<file path="src/rtl/whack_pkg.sv">
// Shared types and sizes for the whack-a-mole game controller and its score accumulator.
package whack_pkg;

  localparam int unsigned MOLE_CNT      = 8;
  localparam int unsigned SEL_W         = 3;
  localparam int unsigned SCORE_DIGITS  = 4;
  localparam int unsigned SCORE_W       = 4 * SCORE_DIGITS;
  localparam logic [15:0] SCORE_MAX_BCD = 16'h9999;

  typedef enum logic [2:0] {
    ST_IDLE     = 3'd0,
    ST_REQ      = 3'd1,
    ST_WAIT_SEL = 3'd2,
    ST_SHOW     = 3'd3,
    ST_NEXT     = 3'd4,
    ST_OVER     = 3'd5
  } state_t;

endpackage

</file>
<file path="src/rtl/bcd_score_acc.sv">
// 4-digit BCD score register: clear, add a single digit (saturating at 9999), decrement by one (floored at 0).
module bcd_score_acc
  import whack_pkg::*;
(
  input  logic               clk,
  input  logic               rst,
  input  logic               i_clr,
  input  logic               i_add,
  input  logic [3:0]         i_add_digit,
  input  logic               i_dec,
  output logic [SCORE_W-1:0] o_score
);

  logic [SCORE_W-1:0] r_score;
  logic [SCORE_W-1:0] w_sum;
  logic [SCORE_W-1:0] w_diff;
  logic               w_add_ovf;

  // Ripple decimal carry from the units digit upward.
  always_comb begin : p_add
    logic [4:0] v_d;
    logic [4:0] v_c;
    w_sum = '0;
    v_d   = '0;
    v_c   = 5'(i_add_digit);
    for (int i = 0; i < int'(SCORE_DIGITS); i++) begin
      v_d = 5'(r_score[4*i +: 4]) + v_c;
      if (v_d > 5'd9) begin
        w_sum[4*i +: 4] = 4'(v_d - 5'd10);
        v_c             = 5'd1;
      end else begin
        w_sum[4*i +: 4] = v_d[3:0];
        v_c             = 5'd0;
      end
    end
    w_add_ovf = (v_c != 5'd0);
  end

  // Ripple decimal borrow; only used when the score is non-zero.
  always_comb begin : p_dec
    logic v_b;
    w_diff = '0;
    v_b    = 1'b1;
    for (int i = 0; i < int'(SCORE_DIGITS); i++) begin
      if (v_b && (r_score[4*i +: 4] == 4'd0)) begin
        w_diff[4*i +: 4] = 4'd9;
      end else if (v_b) begin
        w_diff[4*i +: 4] = r_score[4*i +: 4] - 4'd1;
        v_b              = 1'b0;
      end else begin
        w_diff[4*i +: 4] = r_score[4*i +: 4];
      end
    end
  end

  always_ff @(posedge clk or posedge rst) begin
    if (rst) begin
      r_score <= '0;
    end else if (i_clr) begin
      r_score <= '0;
    end else if (i_add) begin
      r_score <= w_add_ovf ? SCORE_MAX_BCD : w_sum;
    end else if (i_dec && (r_score != '0)) begin
      r_score <= w_diff;
    end
  end

  assign o_score = r_score;

endmodule

</file>
<file path="src/rtl/whack_game_ctrl.sv">
// Round-sequencing controller for the whack-a-mole game.
// Define WHACK_MISS_PENALTY_EN to charge one point for wrong-mole releases during a round.
module whack_game_ctrl
  import whack_pkg::*;
#(
  parameter int unsigned SCORE_MULT = 1
)
(
  input  logic                clk,
  input  logic                rst,
  input  logic                start_pulse,
  input  logic [MOLE_CNT-1:0] mole_release,
  input  logic                round_timeout,
  input  logic [SEL_W-1:0]    sel_number,
  input  logic                sel_done,
  input  logic                sel_all_selected,
  output logic                sel_req,
  output logic                round_start,
  output logic [MOLE_CNT-1:0] mole_pattern,
  output logic [SCORE_W-1:0]  score,
  output logic                hit_event,
  output logic                game_over
);

  localparam logic [3:0] ADD_DIGIT = 4'(SCORE_MULT);

  state_t              r_state;
  logic [SEL_W-1:0]    r_target;
  logic [MOLE_CNT-1:0] r_mole_pattern;
  logic                r_sel_req;
  logic                r_round_start;
  logic                r_hit_event;
  logic                r_game_over;

  logic w_hit;
  logic w_clr;
  logic w_dec;

  assign w_hit = (r_state == ST_SHOW) && mole_release[r_target];
  assign w_clr = start_pulse && ((r_state == ST_IDLE) || (r_state == ST_OVER));

`ifdef WHACK_MISS_PENALTY_EN
  // While showing, the pattern is exactly the target bit, so anything else released is a wrong mole.
  logic [MOLE_CNT-1:0] w_wrong;
  assign w_wrong = mole_release & ~r_mole_pattern;
  assign w_dec   = (r_state == ST_SHOW) && !w_hit && (w_wrong != '0);
`else
  assign w_dec   = 1'b0;
`endif

  always_ff @(posedge clk or posedge rst) begin
    if (rst) begin
      r_state        <= ST_IDLE;
      r_target       <= '0;
      r_mole_pattern <= '0;
      r_sel_req      <= 1'b0;
      r_round_start  <= 1'b0;
      r_hit_event    <= 1'b0;
      r_game_over    <= 1'b0;
    end else begin
      r_sel_req     <= 1'b0;
      r_round_start <= 1'b0;
      r_hit_event   <= 1'b0;
      case (r_state)
        ST_IDLE: begin
          if (start_pulse) begin
            r_sel_req <= 1'b1;
            r_state   <= ST_REQ;
          end
        end
        ST_REQ: begin
          r_state <= ST_WAIT_SEL;
        end
        ST_WAIT_SEL: begin
          if (sel_done) begin
            r_target       <= sel_number;
            r_mole_pattern <= MOLE_CNT'(1) << sel_number;
            r_round_start  <= 1'b1;
            r_state        <= ST_SHOW;
          end
        end
        ST_SHOW: begin
          if (w_hit) begin
            r_hit_event    <= 1'b1;
            r_mole_pattern <= '0;
            r_state        <= ST_NEXT;
          end else if (round_timeout) begin
            r_mole_pattern <= '0;
            r_state        <= ST_NEXT;
          end
        end
        ST_NEXT: begin
          if (sel_all_selected) begin
            r_game_over <= 1'b1;
            r_state     <= ST_OVER;
          end else begin
            r_sel_req <= 1'b1;
            r_state   <= ST_REQ;
          end
        end
        ST_OVER: begin
          if (start_pulse) begin
            r_game_over <= 1'b0;
            r_sel_req   <= 1'b1;
            r_state     <= ST_REQ;
          end
        end
        default: begin
          r_state <= ST_IDLE;
        end
      endcase
    end
  end

  bcd_score_acc u_score (
    .clk         (clk),
    .rst         (rst),
    .i_clr       (w_clr),
    .i_add       (w_hit),
    .i_add_digit (ADD_DIGIT),
    .i_dec       (w_dec),
    .o_score     (score)
  );

  assign sel_req      = r_sel_req;
  assign round_start  = r_round_start;
  assign mole_pattern = r_mole_pattern;
  assign hit_event    = r_hit_event;
  assign game_over    = r_game_over;

endmodule

</file>
<file path="config.mk">
export PLATFORM = sky130hd
export DESIGN_NAME = whack_game_ctrl
export DESIGN_NICKNAME = d
export VERILOG_FILES = /design/src/rtl/whack_pkg.sv /design/src/rtl/bcd_score_acc.sv /design/src/rtl/whack_game_ctrl.sv
export SDC_FILE = /design/constraint.sdc
export NUM_CORES = 1
export LEC_CHECK = 0
export BUFFER_PORTS_ARGS = -buffer_cell sky130_fd_sc_hd__buf_2
export CAP_MARGIN = 20
export CORE_ASPECT_RATIO = 1.25
export CORE_MARGIN = 3
export CORE_UTILIZATION = 50
export DETAILED_ROUTE_END_ITERATION = 8
export GPL_ROUTABILITY_DRIVEN = 0
export PLACE_DENSITY = 0.74
export SYNTH_ARGS = -nofsm -noshare
export SYNTH_HDL_FRONTEND = slang
export SYNTH_SLANG_ARGS = --single-unit
</file>
<file path="constraint.sdc">
create_clock -name clk -period 6.5 [get_ports clk]
set_input_delay 0.325 -clock clk [delete_from_list [all_inputs] [get_ports clk]]
set_output_delay 0.325 -clock clk [all_outputs]
set_load 0.02 [all_outputs]
</file>
==> results of run 1 <==
==> cells in the final DEF, fill, tap and decap left out, drive strengths merged, types with 2 or more instances in the layout <==
master  instances
dfrtp          34
o31ai           6
o21ai          13
nor2           11
a32o            5
a21oi          10
nand2          19
a31o            2
a311oi          2
mux2            5
o221ai          3
nand3          17
a21boi          2
clkbuf          6
a21o            2
o211ai          2
and3            4
buf            46
a31oi           4
a221oi          4
and2            2
nor3            4
mux2i           7
xnor2           5
nand2b         10
xor2            3
inv            12
nor2b           7
ha             11
a22o            4
==> layout make-up <==
type	instances	area share, %
repair buffers	46	9.202
well taps	56	2.741
multi-input cells	180	49.29
flip-flops and latches	34	33.28
clock buffers	6	3.231
clock inverters	2	0.4895
inverters	12	1.762
==> registers in the layout (all words and copies together), names as in the netlist <==
name / count
hit_event: 1
game_over: 1
r_target: 3
mole_pattern: 8
u_score.o_score: 16
r_state: 3
sel_req: 1
round_start: 1
==> cell families (layout without fill, tap and decap cells) <==
family,after synthesis,after routing,share of synthesized area (%)
and+or+nand+nor,81,81,18.66
muxes,12,12,5.642
xor gates and xnor gates,8,8,3.129
adders and majority gates,11,11,6.145
AOI/OAI and AO/OA,68,68,22.68
DFF,34,34,37.99
buffers and inverters,29,66,5.754
==> power groups by stage <==
stage,clock network [µW],registers [µW],logic [µW]
finish,162,334,355
global route,176,344,394
CTS,167,334,358
detailed placement,0,336,358
global placement,0,336,349
floorplan,0,350,259
==> final timing paths <==
path	startpoint	to	slack, ns	depth (start not counted)
min in group clk	sel_number[2]	r_target[2]	0.31	2
hold / removal	rst	mole_pattern[6]	0.13	3
hold reg to reg	mole_pattern[7]	mole_pattern[7]	0.50	1
max in group asynchronous	rst	game_over	6.06	3
setup / recovery	u_score.o_score[0]	u_score.o_score[14]	0.83	25
setup reg to reg	u_score.o_score[0]	u_score.o_score[14]	0.83	25
==> critical path, stage by stage, from the launching register on <==
cell	delay [ns]
dfrtp_1	0.45
inv_1	0.07
ha_1	0.33
inv_1	0.14
ha_1	0.17
nand2b_1	0.06
a21o_1	0.19
a31oi_1	0.25
ha_1	0.25
ha_1	0.33
inv_1	0.13
a21oi_1	0.07
o22a_1	0.20
ha_1	0.24
ha_1	0.32
nor2b_1	0.23
a41o_1	0.19
a21oi_1	0.04
ha_1	0.22
ha_1	0.32
nand2b_1	0.11
a31oi_1	0.08
a221oi_1	0.54
buf_4	0.30
a211oi_1	0.06
a31o_2	0.25
==> stage by stage <==
stage | cell area [µm²] | util (%) | instances
final | 2556 | 60.91 | 336
after global routing | 2556 | 60.91 | 336
after CTS | 2556 | 60.91 | 336
after detailed placement | 2461 | 58.65 | 328
after global placement | 2461 | 58.65 | 328
after floorplan | 2240 | - | 243
==> per-layer routing <==
layer | global-route usage, % | share of wire (%) | wire (µm) | up-vias
li1 | - | - | - | 961
met1 | 24.08 | 45 | 2116 | 920
met5 | 0 | 0 | 0 | -
met4 | 5.809 | 0.85 | 40 | 0
met3 | 3.734 | 4.9 | 229 | 4
met2 | 33.70 | 49 | 2325 | 55
==> impl_metrics.env, run 1 <==
export IMPL_finalSetupTns_ns=0
export IMPL_ant_nets=0
export IMPL_worst_setup_path_end_kind="flip-flop"
export IMPL_synth_most_common_cell="dfrtp_1"
export IMPL_switchingPower_uw=353.6
export IMPL_synthTopCellsByCount="dfrtp_1, nand2_1, nand3_1"
export IMPL_clock_sinks=34
export IMPL_tightestPinTransition_ns=0.8916
export IMPL_grt_usage_pct=19.35
export IMPL_p_comb_share_pct=41.7
export IMPL_avgRoutedWirePerCell_um=14.02
export IMPL_initialDrtViolationCount=195
export IMPL_drv_cap=0
export IMPL_synth_top_area_share_pct=37.99
export IMPL_finalSetupViolations=0
export IMPL_register_area_um2=850.8
export IMPL_die_width_um=65.86
export IMPL_ys_seq_area_share_pct=37.99
export IMPL_fin_nets=307
export IMPL_max_freq_ghz=0.1763
export IMPL_finalMaxSlewViolations=0
export IMPL_rsz0062_at_grt="no"
export IMPL_synth_ff_type="dfrtp_1"
export IMPL_yosysTopAreaCell="dfrtp_1"
export IMPL_cts_resized=0
export IMPL_switching_share_pct=41.54
export IMPL_yosysUniqueCellTypes=52
export IMPL_finalHoldViolations=0
export IMPL_clock_latency_ns=0.28
export IMPL_status="finished, final reports clean"
export IMPL_cts_tree="yes"
export IMPL_start_kind="flip-flop"
export IMPL_route_detailed_drc=0
export IMPL_cts_setup_buffers=0
export IMPL_start_util_pct=53.37
export IMPL_yosysWarnings=0
export IMPL_fin_crit_sh_pct=87.29
export IMPL_clock_root_buffer="clkbuf_8"
export IMPL_die_height_um=80.83
export IMPL_synth_seq_cells=34
export IMPL_cp_data_arrival_time_ns=5.84
export IMPL_required_ns=6.67
export IMPL_power_total_uw=851.2
export IMPL_synth_avg_cell_area_um2=9.217
export IMPL_synth_edff_count=0
export IMPL_via_per_inst=5.774
export IMPL_num_rows=26
export IMPL_overflow=0
export IMPL_worst_slack_ns=0.8264
export IMPL_nFillCells=379
export IMPL_numPortBuffers=44
export IMPL_die_area_um2=5323
export IMPL_clkPwrFrac_pct=19.0
export IMPL_first_pass_iters=4
export IMPL_syn_cell_area_um2=2240
export IMPL_min_period_ns=5.674
export IMPL_vdd_drop_max_v=0.0002721
export IMPL_ys_async_sr_fraction_pct=100.0
export IMPL_wirelength_um=4710
export IMPL_area_growth_pct=14.13
export IMPL_io_pins=45
export IMPL_cellPowerDensity_nw_per_um2=333.0
export IMPL_fin_skew_ns=0.006724
export IMPL_path_class="reg -> reg"
export IMPL_vias=1940
export IMPL_antennaDiodeCount=0
export IMPL_cts_hold_buffers_added=0
export IMPL_hold_ws_ns=0.1255
export IMPL_p_leak_uw=0.001271
export IMPL_synthTopCellsByArea="dfrtp_1, ha_1, nand3_1"
export IMPL_syn_inst=243
export IMPL_core_um2=4197
export IMPL_clk_pin_slew_ns=0.07
export IMPL_syn_num_nets=271
export IMPL_layout_drive_gt1_share_pct=23.93
export IMPL_grt_pass1_wl_um=8197
export IMPL_multi_input_area_um2=1260
export IMPL_p_int_uw=497.6
export IMPL_grt_pass1_vias=1847
export IMPL_antenna_found_initial=0
export IMPL_power_frac_seq_pct=39.3
export IMPL_clockBufferDepth=2
export IMPL_cts_buffers=5
export IMPL_relSlewSlack_pct=40.56
export IMPL_place_hpwl_um=3470
export IMPL_cp_max_fo=10
export IMPL_htree_levels=2
export IMPL_grt_max_degree=35
export IMPL_place_ws_ns=0.8908
export IMPL_hold_path_class="in -> async"
Power figures use the tool's default switching activity.
==> inputs of run 2 (changes only) <==
--- a/config.mk
+++ b/config.mk
@@ -8,7 +8,6 @@
 export BUFFER_PORTS_ARGS = -buffer_cell sky130_fd_sc_hd__buf_2
 export CAP_MARGIN = 20
 export CORE_ASPECT_RATIO = 1.25
-export CORE_MARGIN = 3
 export CORE_UTILIZATION = 50
 export DETAILED_ROUTE_END_ITERATION = 8
 export GPL_ROUTABILITY_DRIVEN = 0
==> impl_metrics.env, run 2 (synthesis gave the netlist of run 1 again) <==
export IMPL_status="finished, final reports clean"
export IMPL_most_common_layout_cells="buf_2, dfrtp_1, nand2_1, nand3_1, o21ai_0"
export IMPL_required_ns=6.67
export IMPL_fin_crit_sh_pct=83.48
export IMPL_finalSetupTns_ns=0
export IMPL_wirelength_um=4610
export IMPL_finalMaxSlewViolations=0
export IMPL_final_area_um2=2570
export IMPL_layout_drive_gt1_share_pct=23.93
export IMPL_path_class="reg -> reg"
export IMPL_start_util_pct=53.37
export IMPL_cts_setup_buffers=0
export IMPL_clock_latency_ns=0.28
export IMPL_antennaDiodeCount=0
export IMPL_rsz0062_at_grt="no"
export IMPL_r2r_slack_ns=1.07
export IMPL_utilization_pct=61.24
export IMPL_start_kind="flip-flop"
export IMPL_dpl_instance_area_um2=2461
export IMPL_first_pass_iters=4
export IMPL_place_hpwl_um=3381
export IMPL_grt_usage_pct=21.32
export IMPL_fin_skew_ns=0.001934
export IMPL_grt_pass1_wl_um=7797
export IMPL_area_growth_pct=14.75
export IMPL_num_rows=26
export IMPL_vias=1927
export IMPL_numPortBuffers=44
export IMPL_finalSetupViolations=0
export IMPL_die_area_um2=4752
export IMPL_io_pins=45
export IMPL_drv_cap=0
export IMPL_cp_data_arrival_time_ns=5.60
export IMPL_clockBufferDepth=2
export IMPL_cp_slowest_cell="dfrtp_1"
export IMPL_grt_max_degree=35
export IMPL_initialDrtViolationCount=160
export IMPL_crit_chain="ha_1 > xnor2_1 > ha_1 > nand2b_1 > a21o_1 > a31oi_1 > ha_1 > ha_1 > inv_1 > a21oi_1 > o22a_1 > ha_1 > ha_1 > nor2b_1 > a41o_1 > a21oi_1 > ha_1 > ha_1 > nand2b_1 > a31oi_1 > a221oi_1 > buf_4 > nor2_1 > a32o_1"
export IMPL_hold_path_class="in -> async"
export IMPL_min_period_ns=5.426
export IMPL_avgRoutedWirePerCell_um=13.72
export IMPL_overflow=0
export IMPL_cp_max_fo=12
export IMPL_die_width_um=61.86
export IMPL_ant_nets=0
export IMPL_clock_root_buffer="clkbuf_8"
export IMPL_grt_pass1_vias=1799
export IMPL_cts_buffers=5
export IMPL_cts_tree="yes"
export IMPL_cp_endpoint="u_score.o_score[1]"
export IMPL_relSlewSlack_pct=41.88
export IMPL_route_detailed_drc=0
export IMPL_max_freq_ghz=0.1843
export IMPL_vdd_drop_max_v=0.0002131
export IMPL_cts_hold_buffers_added=0
export IMPL_r2r_cells=24
export IMPL_core_um2=4197
export IMPL_r2r_start="u_score.o_score[0]"
export IMPL_finalHoldViolations=0
export IMPL_critPathMostFrequentCell="ha_1"
export IMPL_antenna_found_initial=0
export IMPL_via_per_inst=5.735
export IMPL_final_common_cell="buf_2"
export IMPL_cts_resized=0
export IMPL_worst_setup_path_end_kind="flip-flop"
export IMPL_cellPowerDensity_nw_per_um2=341.3
export IMPL_tightestPinTransition_ns=0.8718
export IMPL_critical_path_startpoint="u_score.o_score[0]"
export IMPL_p_leak_uw=0.001282
export IMPL_cpPeakStageDelay_ns=0.45
export IMPL_clk_pin_slew_ns=0.07
export IMPL_htree_levels=2
export IMPL_fin_nets=307
export IMPL_clock_sinks=34
export IMPL_largest_reg_flops=16
export IMPL_die_height_um=76.83
export IMPL_r2r_end="u_score.o_score[1]"
==> run 2: cell count changes in the layout (fill, tap and decap cells not counted), sizes merged <==
cell | before | now
clkinvlp | 1 | 0
clkinv | 1 | 2
clkbuf | 6 | 5
bufinv | 0 | 1
==> run 2: metal layers <==
| metal | share of wire, % | track usage [%] | vias up | wire, µm |
|---|---|---|---|---|
| met3 | 3.8 | 4.553 | 9 | 177 |
| met1 | 45 | 27.43 | 914 | 2059 |
| met4 | 1.4 | 5.778 | 0 | 66 |
| met5 | 0 | 0 | - | 0 |
| met2 | 50 | 35.27 | 43 | 2306 |
| li1 | - | - | 961 | - |
==> run 2: critical path, delay by kind of cell (launching register included) <==
kind	cells	cell delay, ns
buf+inv	2	0.41
xor+xnor	1	0.23
flops	1	0.45
simple gates	4	0.45
fa+ha+maj	8	2.15
compound gates	9	1.65
==> run 2: stage by stage <==
stage,power [µW],std cells,setup WS [ns],hold WS (ns)
floorplan,608.5,243,1.213,0.4666
global placement,681.4,328,1.304,0.4408
detailed placement,689.9,328,1.135,0.4415
CTS,881.2,336,1.109,0.1372
global route,938.0,336,0.6295,0.1506
finish,877.0,336,1.074,0.1230
==> run 2: power by group <==
part | internal [µW] | leakage (µW) | switching (µW) | total (µW)
Combinational | 145 | 0.000772 | 207 | 352
Clock | 113 | 0.0000579 | 77.8 | 191
Sequential | 267 | 0.000452 | 67.3 | 335
==> run 2: final cells by class <==
| type | count | area, µm² |
|---|---|---|
| fill | 363 | 1627 |
| multi-input combinational | 180 | 1260 |
| sequential | 34 | 850.8 |
| timing repair buffer | 46 | 235.2 |
| tap | 56 | 70.07 |
| clock buffer | 5 | 68.82 |
| inverter | 12 | 45.04 |
| clock inverter | 3 | 40.04 |
==> run 2: worst min path at each step <==
| stage | slack, ns | endpoint |
|---|---|---|
| 4_1_cts | 0.14 | mole_pattern[6] |
| 5_1_grt | 0.15 | mole_pattern[6] |
| 3_5_place_dp | 0.44 | u_score.o_score[4] |
| 6_report | 0.12 | mole_pattern[6] |
| 2_1_floorplan | 0.47 | game_over |
| 3_3_place_gp | 0.44 | u_score.o_score[5] |
